--- src/rtl/fft_pkg.sv ---
// Shared defaults and arithmetic helpers for the radix-2 butterfly pipeline.
// Components are handled in a 64-bit signed container, so DW and TWW are limited to 32.
package fft_pkg;

    localparam int DW_DEF      = 16;
    localparam int TWW_DEF     = 16;
    localparam int TW_FRAC_DEF = 14;
    localparam int MAXW        = 64;

    typedef logic signed [MAXW-1:0] wide_t;

    function automatic wide_t cplx_re(input logic [MAXW-1:0] d, input int w);
        wide_t t;
        t = signed'(d << (MAXW - w));
        return t >>> (MAXW - w);
    endfunction

    function automatic wide_t cplx_im(input logic [MAXW-1:0] d, input int w);
        return cplx_re(d >> w, w);
    endfunction

    function automatic logic [MAXW-1:0] cplx_pack(input wide_t re, input wide_t im, input int w);
        logic [MAXW-1:0] mask;
        mask = (64'd1 << w) - 64'd1;
        return ((im & mask) << w) | (re & mask);
    endfunction

    function automatic wide_t rnd_const(input int frac);
        return signed'(64'd1 << (frac - 1));
    endfunction

    function automatic logic out_of_range(input wide_t y, input int w);
        wide_t hi;
        wide_t lo;
        hi = signed'((64'd1 << (w - 1)) - 64'd1);
        lo = -hi - 64'sd1;
        return (y > hi) || (y < lo);
    endfunction

    function automatic wide_t sat_dw(input wide_t y, input int w, input logic sat_en);
        wide_t hi;
        wide_t lo;
        wide_t res;
        hi = signed'((64'd1 << (w - 1)) - 64'd1);
        lo = -hi - 64'sd1;
        if (sat_en) begin
            if (y > hi) begin
                res = hi;
            end else if (y < lo) begin
                res = lo;
            end else begin
                res = y;
            end
        end else begin
            res = cplx_re(y, w);
        end
        return res;
    endfunction

endpackage

--- src/rtl/fft_bf_pipe_if.sv ---
// Operand and result stream of the butterfly core, both with valid/ready flow control.
interface fft_bf_pipe_if
    import fft_pkg::*;
#(
    parameter int DW  = DW_DEF,
    parameter int TWW = TWW_DEF
);
    logic             in_valid;
    logic             in_ready;
    logic             sel_mem;
    logic [2*DW-1:0]  a0_data;
    logic [2*DW-1:0]  a1_data;
    logic [2*DW-1:0]  b0_data;
    logic [2*DW-1:0]  b1_data;
    logic [2*TWW-1:0] tw_data;
    logic             inv;
    logic             scale;
    logic             out_valid;
    logic             out_ready;
    logic [2*DW-1:0]  out0;
    logic [2*DW-1:0]  out1;

    modport master (
        output in_valid, sel_mem, a0_data, a1_data, b0_data, b1_data, tw_data, inv, scale, out_ready,
        input  in_ready, out_valid, out0, out1
    );

    modport slave (
        input  in_valid, sel_mem, a0_data, a1_data, b0_data, b1_data, tw_data, inv, scale, out_ready,
        output in_ready, out_valid, out0, out1
    );
endinterface

--- src/rtl/fft_cmult.sv ---
// Two-stage complex multiplier x*w (optionally conjugated w) with half-up rounding to DW+1 bits.
module fft_cmult
    import fft_pkg::*;
#(
    parameter int DW      = DW_DEF,
    parameter int TWW     = TWW_DEF,
    parameter int TW_FRAC = TW_FRAC_DEF
) (
    input  logic               clk,
    input  logic               rst,
    input  logic               en,
    input  logic [2*DW-1:0]    x_data,
    input  logic [2*TWW-1:0]   tw_data,
    input  logic               inv,
    output logic signed [DW:0] p_re,
    output logic signed [DW:0] p_im
);
    localparam int PW = DW + TWW + 1;
    localparam int SW = PW + 1;

    logic signed [DW-1:0]  xre_s, xim_s, xre_r, xim_r;
    logic signed [TWW:0]   wre_s, wim_s, wre_r, wim_r;
    logic signed [PW-1:0]  rr_r, ii_r, ri_r, ir_r;
    logic signed [SW-1:0]  re_sum_s, im_sum_s;

    // operand unpack; conjugation runs one bit wider so negating -1.0 stays exact
    always_comb begin
        xre_s = DW'(cplx_re(64'(x_data), DW));
        xim_s = DW'(cplx_im(64'(x_data), DW));
        wre_s = (TWW+1)'(cplx_re(64'(tw_data), TWW));
        if (inv) begin
            wim_s = -((TWW+1)'(cplx_im(64'(tw_data), TWW)));
        end else begin
            wim_s = (TWW+1)'(cplx_im(64'(tw_data), TWW));
        end
    end

    // S1 operand register and S2 full-precision product register
    always_ff @(posedge clk or posedge rst) begin
        if (rst) begin
            xre_r <= '0;
            xim_r <= '0;
            wre_r <= '0;
            wim_r <= '0;
            rr_r  <= '0;
            ii_r  <= '0;
            ri_r  <= '0;
            ir_r  <= '0;
        end else if (en) begin
            xre_r <= xre_s;
            xim_r <= xim_s;
            wre_r <= wre_s;
            wim_r <= wim_s;
            rr_r  <= PW'(xre_r) * PW'(wre_r);
            ii_r  <= PW'(xim_r) * PW'(wim_r);
            ri_r  <= PW'(xre_r) * PW'(wim_r);
            ir_r  <= PW'(xim_r) * PW'(wre_r);
        end
    end

    // combine partial products, round half-up, drop the twiddle fraction
    always_comb begin
        re_sum_s = SW'(rr_r) - SW'(ii_r) + SW'(rnd_const(TW_FRAC));
        im_sum_s = SW'(ri_r) + SW'(ir_r) + SW'(rnd_const(TW_FRAC));
        p_re     = (DW+1)'(re_sum_s >>> TW_FRAC);
        p_im     = (DW+1)'(im_sum_s >>> TW_FRAC);
    end

endmodule

--- src/rtl/fft_bf_pipe.sv ---
// Pipelined radix-2 DIT butterfly, latency 3, valid/ready flow control, sticky overflow.
// Build option FFT_BF_SAT_EN: saturate out-of-range outputs instead of wrapping.
module fft_bf_pipe
    import fft_pkg::*;
#(
    parameter int DW      = DW_DEF,
    parameter int TWW     = TWW_DEF,
    parameter int TW_FRAC = TW_FRAC_DEF
) (
    input  logic          clk,
    input  logic          rst,
    fft_bf_pipe_if.slave  bus,
    input  logic          ovf_clr,
    output logic          ovf
);
`ifdef FFT_BF_SAT_EN
    localparam logic SAT_EN = 1'b1;
`else
    localparam logic SAT_EN = 1'b0;
`endif

    logic                   advance_s;
    logic [2*DW-1:0]        x0_sel_s, x1_sel_s;
    logic                   v1_r, v2_r, scale_s1_r, scale_s2_r;
    logic [2*DW-1:0]        x0_s1_r, x0_s2_r;
    logic signed [DW:0]     p_re_s, p_im_s;
    logic signed [DW+1:0]   x0re_s, x0im_s;
    logic signed [DW+1:0]   y_s [4];
    logic signed [DW-1:0]   r_s [4];
    logic                   oor_s;
    logic                   out_valid_r, ovf_r;
    logic [2*DW-1:0]        out0_r, out1_r;

    assign advance_s     = !out_valid_r || bus.out_ready;
    assign bus.in_ready  = advance_s;
    assign bus.out_valid = out_valid_r;
    assign bus.out0      = out0_r;
    assign bus.out1      = out1_r;
    assign ovf           = ovf_r;

    // memory bank select for the operand pair
    always_comb begin
        if (bus.sel_mem) begin
            x0_sel_s = bus.b0_data;
            x1_sel_s = bus.b1_data;
        end else begin
            x0_sel_s = bus.a0_data;
            x1_sel_s = bus.a1_data;
        end
    end

    fft_cmult #(
        .DW      (DW),
        .TWW     (TWW),
        .TW_FRAC (TW_FRAC)
    ) u_cmult (
        .clk     (clk),
        .rst     (rst),
        .en      (advance_s),
        .x_data  (x1_sel_s),
        .tw_data (bus.tw_data),
        .inv     (bus.inv),
        .p_re    (p_re_s),
        .p_im    (p_im_s)
    );

    // butterfly sums, optional floor halving, range check and reduction to DW bits
    always_comb begin
        x0re_s = (DW+2)'(cplx_re(64'(x0_s2_r), DW));
        x0im_s = (DW+2)'(cplx_im(64'(x0_s2_r), DW));
        y_s[0] = x0re_s + (DW+2)'(p_re_s);
        y_s[1] = x0im_s + (DW+2)'(p_im_s);
        y_s[2] = x0re_s - (DW+2)'(p_re_s);
        y_s[3] = x0im_s - (DW+2)'(p_im_s);
        oor_s  = 1'b0;
        for (int k = 0; k < 4; k++) begin
            if (scale_s2_r) begin
                y_s[k] = y_s[k] >>> 1;
            end else begin
                y_s[k] = y_s[k];
            end
            oor_s  = oor_s | out_of_range(64'(y_s[k]), DW);
            r_s[k] = DW'(sat_dw(64'(y_s[k]), DW, SAT_EN));
        end
    end

    // pipeline side-band and output stage; everything holds while the output stalls
    always_ff @(posedge clk or posedge rst) begin
        if (rst) begin
            v1_r        <= 1'b0;
            v2_r        <= 1'b0;
            scale_s1_r  <= 1'b0;
            scale_s2_r  <= 1'b0;
            x0_s1_r     <= '0;
            x0_s2_r     <= '0;
            out_valid_r <= 1'b0;
            out0_r      <= '0;
            out1_r      <= '0;
        end else if (advance_s) begin
            v1_r        <= bus.in_valid;
            scale_s1_r  <= bus.scale;
            x0_s1_r     <= x0_sel_s;
            v2_r        <= v1_r;
            scale_s2_r  <= scale_s1_r;
            x0_s2_r     <= x0_s1_r;
            out_valid_r <= v2_r;
            if (v2_r) begin
                out0_r <= (2*DW)'(cplx_pack(64'(r_s[0]), 64'(r_s[1]), DW));
                out1_r <= (2*DW)'(cplx_pack(64'(r_s[2]), 64'(r_s[3]), DW));
            end
        end
    end

    // sticky overflow; a new overflow beats a simultaneous clear
    always_ff @(posedge clk or posedge rst) begin
        if (rst) begin
            ovf_r <= 1'b0;
        end else if (advance_s && v2_r && oor_s) begin
            ovf_r <= 1'b1;
        end else if (ovf_clr) begin
            ovf_r <= 1'b0;
        end
    end

endmodule

--- src/flat_wrapper.sv ---
// flat-port wrapper written by rule: the top's interface ports become plain ports
module fft_bf_pipe_flat import fft_pkg::*;
#(
    parameter int DW      = DW_DEF,
    parameter int TWW     = TWW_DEF,
    parameter int TW_FRAC = TW_FRAC_DEF
)
  (clk, rst, ovf_clr, ovf, bus_in_valid, bus_sel_mem, bus_a0_data, bus_a1_data, bus_b0_data, bus_b1_data, bus_tw_data, bus_inv, bus_scale, bus_out_ready, bus_in_ready, bus_out_valid, bus_out0, bus_out1);
  fft_bf_pipe_if #(.DW(DW), .TWW(TWW)) bus_i ();
  input  logic clk;
  input  logic rst;
  input  logic ovf_clr;
  output logic ovf;
  input wire logic [$bits(bus_i.in_valid)-1:0] bus_in_valid;
  input wire logic [$bits(bus_i.sel_mem)-1:0] bus_sel_mem;
  input wire logic [$bits(bus_i.a0_data)-1:0] bus_a0_data;
  input wire logic [$bits(bus_i.a1_data)-1:0] bus_a1_data;
  input wire logic [$bits(bus_i.b0_data)-1:0] bus_b0_data;
  input wire logic [$bits(bus_i.b1_data)-1:0] bus_b1_data;
  input wire logic [$bits(bus_i.tw_data)-1:0] bus_tw_data;
  input wire logic [$bits(bus_i.inv)-1:0] bus_inv;
  input wire logic [$bits(bus_i.scale)-1:0] bus_scale;
  input wire logic [$bits(bus_i.out_ready)-1:0] bus_out_ready;
  output wire logic [$bits(bus_i.in_ready)-1:0] bus_in_ready;
  output wire logic [$bits(bus_i.out_valid)-1:0] bus_out_valid;
  output wire logic [$bits(bus_i.out0)-1:0] bus_out0;
  output wire logic [$bits(bus_i.out1)-1:0] bus_out1;
  assign bus_i.in_valid = bus_in_valid;
  assign bus_i.sel_mem = bus_sel_mem;
  assign bus_i.a0_data = bus_a0_data;
  assign bus_i.a1_data = bus_a1_data;
  assign bus_i.b0_data = bus_b0_data;
  assign bus_i.b1_data = bus_b1_data;
  assign bus_i.tw_data = bus_tw_data;
  assign bus_i.inv = bus_inv;
  assign bus_i.scale = bus_scale;
  assign bus_i.out_ready = bus_out_ready;
  assign bus_in_ready = bus_i.in_ready;
  assign bus_out_valid = bus_i.out_valid;
  assign bus_out0 = bus_i.out0;
  assign bus_out1 = bus_i.out1;
  fft_bf_pipe #(.DW(DW), .TWW(TWW), .TW_FRAC(TW_FRAC)) u_core (.clk(clk), .rst(rst), .bus(bus_i), .ovf_clr(ovf_clr), .ovf(ovf));
endmodule
--- config.mk ---
export PLATFORM = sky130hd
export DESIGN_NAME = fft_bf_pipe_flat
export DESIGN_NICKNAME = d
export VERILOG_FILES = /design/src/rtl/fft_pkg.sv /design/src/rtl/fft_bf_pipe_if.sv /design/src/rtl/fft_cmult.sv /design/src/rtl/fft_bf_pipe.sv /design/src/flat_wrapper.sv
export SDC_FILE = /design/constraint.sdc
export NUM_CORES = 2
export LEC_CHECK = 0
export CORE_ASPECT_RATIO = 0.6
export CORE_MARGIN = 2
export CORE_UTILIZATION = 64
export CTS_CLUSTER_SIZE = 28
export DETAILED_ROUTE_END_ITERATION = 8
export PLACE_DENSITY = 0.84
export SKIP_LAST_GASP = 1
export SLEW_MARGIN = 0
export SYNTH_ARGS = -nofsm -noshare
export SYNTH_HDL_FRONTEND = slang
export SYNTH_SLANG_ARGS = --single-unit
--- constraint.sdc ---
create_clock -name clk -period 14.6 [get_ports clk]
set_input_delay 2.19 -clock clk [delete_from_list [all_inputs] [get_ports clk]]
set_output_delay 2.19 -clock clk [all_outputs]
set_load 0.03 [all_outputs]
==> flow_metrics.py <==
metrics = {
    "run_status": {
        "status": "complete, but fails checks",
        "violations": "capacitance limit, slew limit",
    },
    "timing": {
        "rsz0062_at_grt": "no",
        "finalCritPeriodShare": 0.555,
        "fin_crit_ps": 8100,
        "finClkSkew_ps": 40.2,
        "timing.final.hold_violations": 0,
        "maxSlewHeadroom": -0.0297,
        "max_freq_mhz": 123,
        "finalSetupTns_ps": 0,
        "setup_viol": 0,
        "worst_pin_slew_ps": 1540,
        "drv_slew": 35,
        "worst_slack_ps": 6500,
    },
    "drt": {
        "finalWirelength_um": 152000,
        "dr.pass1.iters": 7,
        "via_count": 44113,
        "via_per_inst": 5.76,
        "drc": 0,
        "postRouteAntennaNets": 0,
        "post_drt_wl_per_cell_um": 19.8,
        "drt_iter0_markers": 4029,
    },
    "floorplan": {
        "ioPinCount": 235,
        "die_x_um": 391,
        "dieArea_sq_um": 92400,
        "core.rowCount": 85,
        "core-area_sq_um": 89400,
        "start_util": 0.644,
        "die_h_um": 236,
    },
    "min_path": {
        "worstHoldPathCells": 2,
        "hold_class": "reg -> reg",
    },
    "global_route": {
        "antenna_found_initial": 1,
        "grt_pass1_wl_um": 249000,
        "grtUsageTotal": 0.342,
        "overflow": 0,
        "grt_pass1_vias": 46353,
        "grt_max_degree": 122,
    },
    "clock_tree": {
        "cts_buffer_depth": 3,
        "cts.repair.resized": 0,
        "clock_latency_ps": 610,
        "cts_sinks": 323,
        "post-cts-setup-buffer-count": 0,
        "htree_levels": 2,
        "cts-root-buf": "clkbuf_16",
        "cts_hold_buffers": 0,
        "cts_tree": "yes",
        "cts_buffers": 37,
        "clk_pin_slew_ps": 70,
    },
    "placement": {
        "place_ws_ps": 6850,
        "io_buffers": 234,
        "placed_area_sq_um": 60900,
        "dp_hpwl_um": 116000,
        "gp_congestion": 0.911,
    },
    "synth": {
        "syn_area_sq_um": 57600,
        "synth_cell_types": 75,
        "async_reset_ff_frac": 1.00,
        "synth_top_area_frac": 0.362,
        "synth_ff_type": "dfrtp_1",
        "yosys.cell_count.top_type": "inv_1",
        "synth_nets": 8099,
        "synth-seq-area-share": 0.140,
        "netlist_instances": 6380,
        "ys_ff_latch": 323,
        "synth_top_area_cell": "fa_1",
        "synthTopCellsByArea": "fa_1 36%, dfrtp_1 14%, ha_1 11%",
        "yosys_warnings": 0,
        "synth_top_cells_by_count": "1208 x inv_1, 1040 x fa_1, 1034 x nand2_1",
        "synth_edf_count": 0,
        "syn_area_per_cell_sq_um": 9.02,
    },
    "layout": {
        "final_layout_size_suffix_gt1_frac": 0.0273,
        "finalNetCount": 8140,
        "syn2layout_area_growth_pct": 7.90,
        "nFillCells": 6717,
        "final_core_util": 0.695,
        "post-route-cell-area_sq_um": 62100,
    },
    "worst_setup_path": {
        "endpoint_kind": "flop",
        "critPathMaxStageDelay_ps": 710,
        "start_kind": "flop",
        "path_class": "reg -> reg",
        "slowest_stage": "nor4b_1",
        "crit_cells": 25,
        "r2r_cells": 25,
        "cp_top_family": "adder cells",
        "worst_path_most_repeated_cell": "fa_1",
        "critical_path_buf_inv_count": 6,
        "crit_fanout": 19,
        "cp.required_ps": 15060,
        "critPathArrivalTime_ps": 8560,
    },
    "run": {
        "drv_cap": 1,
    },
}
## area by class of cell
type | count | area (sq um) | area share
flip-flops and latches | 323 | 8090 | 0.130
inverters | 1209 | 4550 | 0.0733
well taps | 1218 | 1520 | 0.0245
clock buffers | 46 | 1010 | 0.0163
repair buffers | 310 | 2910 | 0.0469
diodes | 1 | 2.50 | 0.0000403
multi-input cells | 4540 | 43800 | 0.705
clock inverters | 18 | 240 | 0.00387
## per-layer routing
metal	vias to the layer above	wire length (um)	share of wire	track usage
li1	19487	-	-	-
met1	21857	63500	0.42	0.499
met2	2450	63500	0.42	0.493
met3	317	19400	0.13	0.104
met4	2	5060	0.033	0.0989
met5	-	13	0.000086	0.00104
## logic make-up after synthesis
group,after synthesis,share of synthesized area
compound gates,743,0.0782
xor+xnor,270,0.0411
fa+ha+maj,1551,0.473
buf+inv,1517,0.0991
flops,323,0.140
mux,107,0.0188
simple gates,1869,0.150
## worst register-to-register path, cell delays in order (launching register included)
cell and delay, ps:
dfrtp_2 700, buf_4 450, nand2_1 160, fa_1 540
inv_1 50, fa_1 490, inv_1 60, fa_1 500
inv_1 60, fa_1 520, inv_1 50, fa_1 470
inv_1 50, fa_1 360, ha_1 370, nand4_1 120
o21ai_0 150, nor4b_1 710, o211ai_1 410, a31o_2 350
a221o_1 380, o21a_1 210, o21ai_0 360, a21oi_1 150
xnor2_1 220, a21oi_1 90
## per-stage QoR
step | std cells | hold WS, ps
finish | 7665 | 475
global route | 7664 | 493
CTS | 7664 | 479
detailed placement | 7600 | 462
global placement | 7600 | 445
floorplan | 6380 | 430
## flip-flops by register name, indices dropped and copies added (netlist names), 16 cells and up
signal,flops
u_core.u_cmult.wim_r,17
u_core.bus.out1,32
u_core.x0_s1_r,32
u_core.u_cmult.xim_r,16
u_core.u_cmult.xre_r,16
u_core.u_cmult.rr_r,31
u_core.bus.out0,32
u_core.u_cmult.ii_r,31
u_core.u_cmult.ir_r,31
u_core.x0_s2_r,32
u_core.u_cmult.wre_r,16
u_core.u_cmult.ri_r,31
## final timing paths
kind                                         startpoint                 endpoint  slack, ps
worst min register to register   u_core.u_cmult.rr_r[0]   u_core.u_cmult.rr_r[0]        480
worst max-delay path            u_core.u_cmult.xre_r[9]  u_core.u_cmult.rr_r[29]       6500
worst min-delay path             u_core.u_cmult.rr_r[0]   u_core.u_cmult.rr_r[0]        480
min in group asynchronous                           rst      u_core.bus.out0[25]       2100
worst max register to register  u_core.u_cmult.xre_r[9]  u_core.u_cmult.rr_r[29]       6500
max in group asynchronous                           rst  u_core.u_cmult.xim_r[2]       9700
## cell usage in the layout, fill, tap and decap left out, drive strengths merged, types with 8 or more instances in the layout
| master | count |
|---|---|
| nor3 | 31 |
| nand2 | 1034 |
| mux2i | 100 |
| fa | 1040 |
| a31oi | 21 |
| a21oi | 209 |
| clkbuf | 46 |
| nand3 | 33 |
| a211oi | 24 |
| nand2b | 83 |
| xnor2 | 174 |
| and3 | 11 |
| dfrtp | 323 |
| o211ai | 13 |
| and2 | 414 |
| nor4 | 9 |
| buf | 77 |
| or3 | 14 |
| a21boi | 8 |
| xor2 | 96 |
| ha | 511 |
| clkinv | 12 |
| o31ai | 11 |
| o21bai | 40 |
| inv | 1209 |
| o21a | 26 |
| clkdlybuf4s50 | 233 |
| nor2 | 181 |
| a21o | 69 |
| nor2b | 27 |
| a31o | 9 |
| o21ai | 261 |
Power is left out: the tool's default activity adds up to more than one toggle a clock period on the data nets, which glitch-free logic cannot reach.
